$ cat src/rtl/mem_arb_pkg.sv
// Shared types and constants for the memory port arbiter.
//   state_e      : arbiter FSM states (IDLE, ACCESS, RESP)
//   PORT_I/D     : port identifiers used for grant and ack steering
//   *_DEF        : default parameter values for the top module
//   CNT_W        : width of the access-latency counter (MEM_LAT <= 15)
package mem_arb_pkg;

  typedef enum logic [1:0] {
    IDLE   = 2'd0,
    ACCESS = 2'd1,
    RESP   = 2'd2
  } state_e;

  localparam logic PORT_I = 1'b0;
  localparam logic PORT_D = 1'b1;

  localparam int ADDR_W_DEF    = 18;
  localparam int DATA_W_DEF    = 32;
  localparam int MEM_LAT_DEF   = 2;
  localparam int MEM_WORDS_DEF = 32;

  localparam int CNT_W = 4;

endpackage

$ cat src/rtl/mem_arb_select.sv
// Winner selection between fetch (I) and data (D) requests.
// Build option: MEM_ARB_ROUND_ROBIN_EN
//   defined   : one-bit preferred-port pointer, toggles away from every winner
//   undefined : fixed priority, D over I; no pointer register
// Ports:
//   clk, rst_n : clock, async active-low reset (pointer resets to D)
//   i_req      : fetch request
//   d_req      : data request
//   grant_en   : a grant is taken this cycle (IDLE with a request pending)
//   win_port   : PORT_I / PORT_D winner, valid whenever a request is high
module mem_arb_select
  import mem_arb_pkg::*;
(
  input  logic clk,
  input  logic rst_n,
  input  logic i_req,
  input  logic d_req,
  input  logic grant_en,
  output logic win_port
);

`ifdef MEM_ARB_ROUND_ROBIN_EN
  logic ptr_q, ptr_d;

  always_comb begin
    win_port = PORT_D;
    ptr_d    = ptr_q;
    if (i_req && d_req) begin
      win_port = ptr_q;
    end else if (i_req) begin
      win_port = PORT_I;
    end
    // A lone request also moves the pointer away from its winner.
    if (grant_en) begin
      ptr_d = ~win_port;
    end
  end

  always_ff @(posedge clk or negedge rst_n) begin
    if (!rst_n) begin
      ptr_q <= PORT_D;
    end else begin
      ptr_q <= ptr_d;
    end
  end
`else
  assign win_port = d_req ? PORT_D : PORT_I;

  // Fixed priority needs no state and never looks at the I request.
  logic unused_sel;
  assign unused_sel = ^{clk, rst_n, i_req, grant_en};
`endif

endmodule

$ cat src/rtl/mem_port_arbiter.sv
// Shares one single-port word memory between instruction fetch (I, read-only)
// and data access (D, read/write, word or byte). One request is latched, the
// memory strobes are held for MEM_LAT cycles, read data is captured on the last
// of those cycles and a one-cycle ack is returned to the granted port.
// Build option: MEM_ARB_ROUND_ROBIN_EN (see mem_arb_select).
// Ports:
//   clk, rst_n                       : clock, async active-low reset
//   i_req/i_addr -> i_ack/i_rdata    : fetch port
//   d_req/d_we/d_byte/d_addr/d_wdata : data port request
//   d_ack/d_rdata                    : data port completion
//   addr_err                         : pulses with ack for out-of-range requests
//   mem_*                            : memory address, write data and strobes
//   mem_read_data                    : memory read data
//   busy                             : FSM not in IDLE
module mem_port_arbiter
  import mem_arb_pkg::*;
#(
  parameter int ADDR_W    = ADDR_W_DEF,
  parameter int DATA_W    = DATA_W_DEF,
  parameter int MEM_LAT   = MEM_LAT_DEF,
  parameter int MEM_WORDS = MEM_WORDS_DEF
) (
  input  logic              clk,
  input  logic              rst_n,
  input  logic              i_req,
  input  logic [ADDR_W-1:0] i_addr,
  output logic              i_ack,
  output logic [DATA_W-1:0] i_rdata,
  input  logic              d_req,
  input  logic              d_we,
  input  logic              d_byte,
  input  logic [ADDR_W-1:0] d_addr,
  input  logic [DATA_W-1:0] d_wdata,
  output logic              d_ack,
  output logic [DATA_W-1:0] d_rdata,
  output logic              addr_err,
  output logic [ADDR_W-1:0] mem_address,
  output logic [DATA_W-1:0] mem_write_data,
  output logic              mem_memRead,
  output logic              mem_memWrite,
  output logic              mem_byteOperations,
  input  logic [DATA_W-1:0] mem_read_data,
  output logic              busy
);

  localparam logic [CNT_W-1:0]  LAST_CNT  = CNT_W'(MEM_LAT - 1);
  localparam logic [ADDR_W-1:0] WORDS_LIM = ADDR_W'(MEM_WORDS);

  state_e            state_q, state_d;
  logic [CNT_W-1:0]  cnt_q, cnt_d;
  logic [ADDR_W-1:0] addr_q, addr_d;
  logic [DATA_W-1:0] wdata_q, wdata_d;
  logic [DATA_W-1:0] rdata_q, rdata_d;
  logic              we_q, we_d;
  logic              byte_q, byte_d;
  logic              port_q, port_d;
  logic              err_q, err_d;

  logic              grant;
  logic              win_port;
  logic [ADDR_W-1:0] win_addr;

  assign grant    = (state_q == IDLE) && (i_req || d_req);
  assign win_addr = (win_port == PORT_D) ? d_addr : i_addr;

  mem_arb_select u_select (
    .clk      (clk),
    .rst_n    (rst_n),
    .i_req    (i_req),
    .d_req    (d_req),
    .grant_en (grant),
    .win_port (win_port)
  );

  always_comb begin
    state_d = state_q;
    cnt_d   = cnt_q;
    addr_d  = addr_q;
    wdata_d = wdata_q;
    rdata_d = rdata_q;
    we_d    = we_q;
    byte_d  = byte_q;
    port_d  = port_q;
    err_d   = err_q;
    unique case (state_q)
      IDLE: begin
        if (grant) begin
          port_d  = win_port;
          addr_d  = win_addr;
          err_d   = (win_addr >= WORDS_LIM);
          // Fetch has no write path; D-side controls are ignored for it.
          we_d    = (win_port == PORT_D) ? d_we    : 1'b0;
          byte_d  = (win_port == PORT_D) ? d_byte  : 1'b0;
          wdata_d = (win_port == PORT_D) ? d_wdata : '0;
          cnt_d   = '0;
          state_d = ACCESS;
        end
      end
      ACCESS: begin
        if (cnt_q == LAST_CNT) begin
          // Response data is formatted here so RESP only has to steer it.
          if (err_q || we_q) begin
            rdata_d = '0;
          end else if (byte_q) begin
            rdata_d = {{(DATA_W-8){1'b0}}, mem_read_data[7:0]};
          end else begin
            rdata_d = mem_read_data;
          end
          state_d = RESP;
        end else begin
          cnt_d = cnt_q + 1'b1;
        end
      end
      RESP: begin
        state_d = IDLE;
      end
      default: begin
        state_d = IDLE;
      end
    endcase
  end

  always_ff @(posedge clk or negedge rst_n) begin
    if (!rst_n) begin
      state_q <= IDLE;
      cnt_q   <= '0;
      addr_q  <= '0;
      wdata_q <= '0;
      rdata_q <= '0;
      we_q    <= 1'b0;
      byte_q  <= 1'b0;
      port_q  <= PORT_I;
      err_q   <= 1'b0;
    end else begin
      state_q <= state_d;
      cnt_q   <= cnt_d;
      addr_q  <= addr_d;
      wdata_q <= wdata_d;
      rdata_q <= rdata_d;
      we_q    <= we_d;
      byte_q  <= byte_d;
      port_q  <= port_d;
      err_q   <= err_d;
    end
  end

  // Outputs decode from registered state only, so reset clears them at once.
  always_comb begin
    mem_address        = '0;
    mem_write_data     = '0;
    mem_memRead        = 1'b0;
    mem_memWrite       = 1'b0;
    mem_byteOperations = 1'b0;
    i_ack              = 1'b0;
    d_ack              = 1'b0;
    i_rdata            = '0;
    d_rdata            = '0;
    addr_err           = 1'b0;
    busy               = (state_q != IDLE);
    if (state_q == ACCESS) begin
      mem_address    = addr_q;
      mem_write_data = wdata_q;
      if (!err_q) begin
        mem_memRead        = ~we_q;
        mem_memWrite       = we_q;
        mem_byteOperations = byte_q;
      end
    end
    if (state_q == RESP) begin
      i_ack    = (port_q == PORT_I);
      d_ack    = (port_q == PORT_D);
      i_rdata  = (port_q == PORT_I) ? rdata_q : '0;
      d_rdata  = (port_q == PORT_D) ? rdata_q : '0;
      addr_err = err_q;
    end
  end

endmodule

$ cat config.mk
export PLATFORM = sky130hd
export DESIGN_NAME = mem_port_arbiter
export DESIGN_NICKNAME = d
export VERILOG_FILES = /design/src/rtl/mem_arb_pkg.sv /design/src/rtl/mem_arb_select.sv /design/src/rtl/mem_port_arbiter.sv
export SDC_FILE = /design/constraint.sdc
export NUM_CORES = 1
export LEC_CHECK = 0
export CAP_MARGIN = 10
export CORE_ASPECT_RATIO = 1.4
export CORE_UTILIZATION = 40
export DETAILED_ROUTE_END_ITERATION = 8
export PLACE_DENSITY = 0.8
export RECOVER_POWER = 100
export SKIP_LAST_GASP = 1
export SLEW_MARGIN = 20
export SYNTH_ARGS = -nofsm -noshare
export SYNTH_HDL_FRONTEND = slang
export SYNTH_SLANG_ARGS = --single-unit
$ cat constraint.sdc
create_clock -name clk -period 1.6 [get_ports clk]
set_input_delay 0.32 -clock clk [delete_from_list [all_inputs] [get_ports clk]]
set_output_delay 0.32 -clock clk [all_outputs]
set_load 0.01 [all_outputs]
==> flow_summary.ini <==
[global_routing]
first_pass_grt_wire_length_mm = 21.5
global_route.usage.total_pct = 23.8
vias_in_the_first_global_route = 4244
grt.overflow.total = 0
antenna_found_initial = 0
grt_start_max_net_pins = 93

[power_and_ir_drop]
swShare_pct = 33.2
cellLeakagePower_nw = 3.72
totalPowerFinal_mw = 10.5
sequentialPowerShare_pct = 32.6
power.net_switching_mw = 3.48
power.density_cell_area_nw_per_um2 = 1320
comb_power_share_pct = 46.8
vdd_drop_max_v = 0.000811
clockPowerShare_pct = 20.6
internal_power_mw = 7.01

[cts]
cts_sinks = 92
cts_htree_levels = 3
cts_root_buffer = sky130_fd_sc_hd__clkbuf_16
clkSlewWorstSetupHoldPaths_ns = 0.06
worst_skew_pair.late_latency_ns = 0.34
cts-buffers-inserted = 9
cts_tree = built
cts_buffer_depth = 2

[synth]
synthDominantCellAreaShare_pct = 51.2
synth_largest_area_cell = sky130_fd_sc_hd__dfrtp_1
synthArstFlopShare_pct = 100
ys_top_cells_by_count = sky130_fd_sc_hd__and2_1, sky130_fd_sc_hd__dfrtp_1, sky130_fd_sc_hd__nand2_1
synthesis.yosys.warnings = 0
post-synth-top-count-cell = sky130_fd_sc_hd__and2_1
top_post_synthesis_cells_by_area = sky130_fd_sc_hd__dfrtp_1, sky130_fd_sc_hd__and2_1, sky130_fd_sc_hd__a22o_1
number_of_enable_flip_flop_cells_after_synthesis = 0
postSynth.topFlopCell = sky130_fd_sc_hd__dfrtp_1
synth.net_count = 567
ys_ff_latch = 92
avgSynthCellArea_um2 = 9.80
synth_sequential_area_ratio_pct = 51.2
netlist_instances = 459
synth_cell_types = 34
cell_area_after_synthesis_um2 = 4500

[placement]
final_weighted_congestion_in_routability_driven_placement = 0.823
port_buffers = 226
dp_worst_setup_slack_ns = -0.282
place_inst = 817
dp.final_hpwl_mm = 9.23

[sta]
hold_ws_ns = 0.361
fmax_mhz = 526
period_share_pct = 119
timing.final.ws_setup_ns = -0.302
report.final.slew_viol_count = 0
finalHoldViolCount = 0
worst_slew_margin_rel_pct = 17.3
fin_skew_ns = 0.00662
max_slew.worst_pin.slew_ns = 1.24
finalCriticalPeriod_ns = 1.90
setup_viol = 120
grt_setup_unrepaired = yes
totalNegativeSetupSlack_ns = -28.57

[worst_setup_path]
r2r.worst_path.cells = 7
reg2reg_slack_ns = 0
endpoint_of_the_worst_register_to_register_path = wdata_q[8]$_DFFE_PN0P_
worstSetupStartpoint = state_q[0]$_DFFE_PN0P_
cp_data_required_time_ns = 1.28
timing.critical_path.from_type = register
critical_path_class = reg2out
cp-end-kind = output pin
critical_path.reg2reg.startpoint = state_q[1]$_DFFE_PN0P_
maximum_fanout_count_along_the_critical_path = 8
critical_path_endpoint = d_rdata[29]
worst_ep_arrival_time_ns = 1.58

[floorplan]
pin_count = 227
chipWidth_um = 91.6
height_of_the_die_um = 127
floorplan.core_area_um2 = 10900
start_util_pct = 41.2
dieArea_um2 = 11700
placement_rows = 45

[routing]
drt-pass1-iter-count = 4
drt.antenna.violating_nets = 0
vias_per_cell = 5.02
post_drt_wl_per_cell_um = 16.9
first_iter_violations = 129
drc = 0
wirelength_mm = 14.4
route.vias.total = 4276

[cells_and_area]
antenna-diode-count = 0
drive_above_1_share_pct = 35.9
area_added_between_synthesis_and_finish_pct = 76.3
n_fill_cell = 763
multi_input_comb_area_um2 = 2280
seqCellArea_um2 = 2310
final_net_count = 813
finish.cell_count_without_fillers = 851

[run_status]
outcome = finished, violations left
failed_checks = setup timing

[flow_run]
max_cap_viol_count = 0

[min_path]
hold_class = in2async
[flip-flops by register name, indices dropped and copies added, names as in the netlist]
name	flops
port_q	1
rdata_q	32
addr_q	18
state_q	2
we_q	1
byte_q	1
cnt_q	4
wdata_q	32
err_q	1
[layout by cell type, fill, tap and decap left out, types with 3 or more instances in the layout]
cell	Yosys	routed
sky130_fd_sc_hd__clkdlybuf4s15_2	0	17
sky130_fd_sc_hd__nor2_1	5	4
sky130_fd_sc_hd__and2_4	0	67
sky130_fd_sc_hd__clkdlybuf4s50_1	0	104
sky130_fd_sc_hd__o21ai_0	42	42
sky130_fd_sc_hd__buf_4	0	16
sky130_fd_sc_hd__dfrtp_2	0	3
sky130_fd_sc_hd__dfrtp_1	92	89
sky130_fd_sc_hd__nor4_1	3	3
sky130_fd_sc_hd__a22o_1	42	42
sky130_fd_sc_hd__buf_6	1	77
sky130_fd_sc_hd__dlygate4sd2_1	0	13
sky130_fd_sc_hd__and2_1	116	48
sky130_fd_sc_hd__buf_12	0	8
sky130_fd_sc_hd__buf_2	15	24
sky130_fd_sc_hd__inv_1	3	3
sky130_fd_sc_hd__nand2_1	70	70
sky130_fd_sc_hd__clkbuf_16	0	14
sky130_fd_sc_hd__mux2i_1	19	19
[worst max-delay path, stage by stage, from the launching register on]
cell and delay [ns]:
sky130_fd_sc_hd__dfrtp_2 0.44, sky130_fd_sc_hd__and3b_2 0.30, sky130_fd_sc_hd__buf_12 0.13, sky130_fd_sc_hd__buf_16 0.12, sky130_fd_sc_hd__and2_4 0.15, sky130_fd_sc_hd__buf_6 0.10
[worst min path at each step]
stage	slack, ns	end
6_report	0.36	rdata_q[7]$_DFFE_PN0P_
2_1_floorplan	0.02	addr_q[0]$_DFFE_PN0P_
5_1_grt	0.48	rdata_q[7]$_DFFE_PN0P_
3_3_place_gp	0.39	rdata_q[7]$_DFFE_PN0P_
4_1_cts	0.04	rdata_q[7]$_DFFE_PN0P_
3_5_place_dp	0.41	rdata_q[7]$_DFFE_PN0P_
[cells by family (layout without fill, tap and decap cells)]
family / count (synthesis) / in the layout / synth area share [%]
xor gates and xnor gates: 1 / 1 / 0.195
AOI/OAI and AO/OA: 94 / 94 / 14.3
DFF: 92 / 92 / 51.2
muxes: 19 / 19 / 4.23
adders and majority gates: 2 / 2 / 0.556
and+or+nand+nor: 213 / 213 / 25.8
buffers and inverters: 38 / 289 / 3.76
[timing repair]
item                                    in CTS  in global routing
gates cloned                                 5                  6
resized for setup                          436                171
buffers inserted                             7                  4
endpoints found under the setup margin     123                145
hold buffers                                 0                  0
pin swaps                                   18                 26
[layout make-up]
class                           instances  share of cell area [%]
Inverter                                3                   0.142
Clock buffer                           11                    3.19
Tap cell                              141                    2.23
Clock inverter                          5                   0.742
Sequential cell                        92                    29.1
Multi-Input combinational cell        329                    28.8
Timing Repair Buffer                  270                    35.8
[per-layer routing]
layer / GRT usage (%) / vias to the layer above / part of all wire, %
met5: 0 / - / 0
met4: 9.06 / 0 / 2.2
met3: 4.64 / 23 / 5.2
met2: 44.3 / 165 / 55
met1: 26.6 / 2044 / 38
li1: - / 2044 / -
[power by group through the flow]
stage,sequential [mW],clock [mW],combinational (mW)
finish,3.42,2.16,4.91
global route,3.50,2.32,5.28
CTS,3.38,2.23,4.37
detailed placement,3.37,0,4.17
global placement,3.35,0,4.05
floorplan,3.28,0,2.10
[through the flow]
stage	utilization (%)	area [um2]
after floorplan	-	4500
after global placement	65.0	7100
after detailed placement	65.0	7100
after global routing	72.6	7930
after CTS	68.9	7530
final	72.6	7930
No activity file was read; power rests on OpenSTA's default activity.
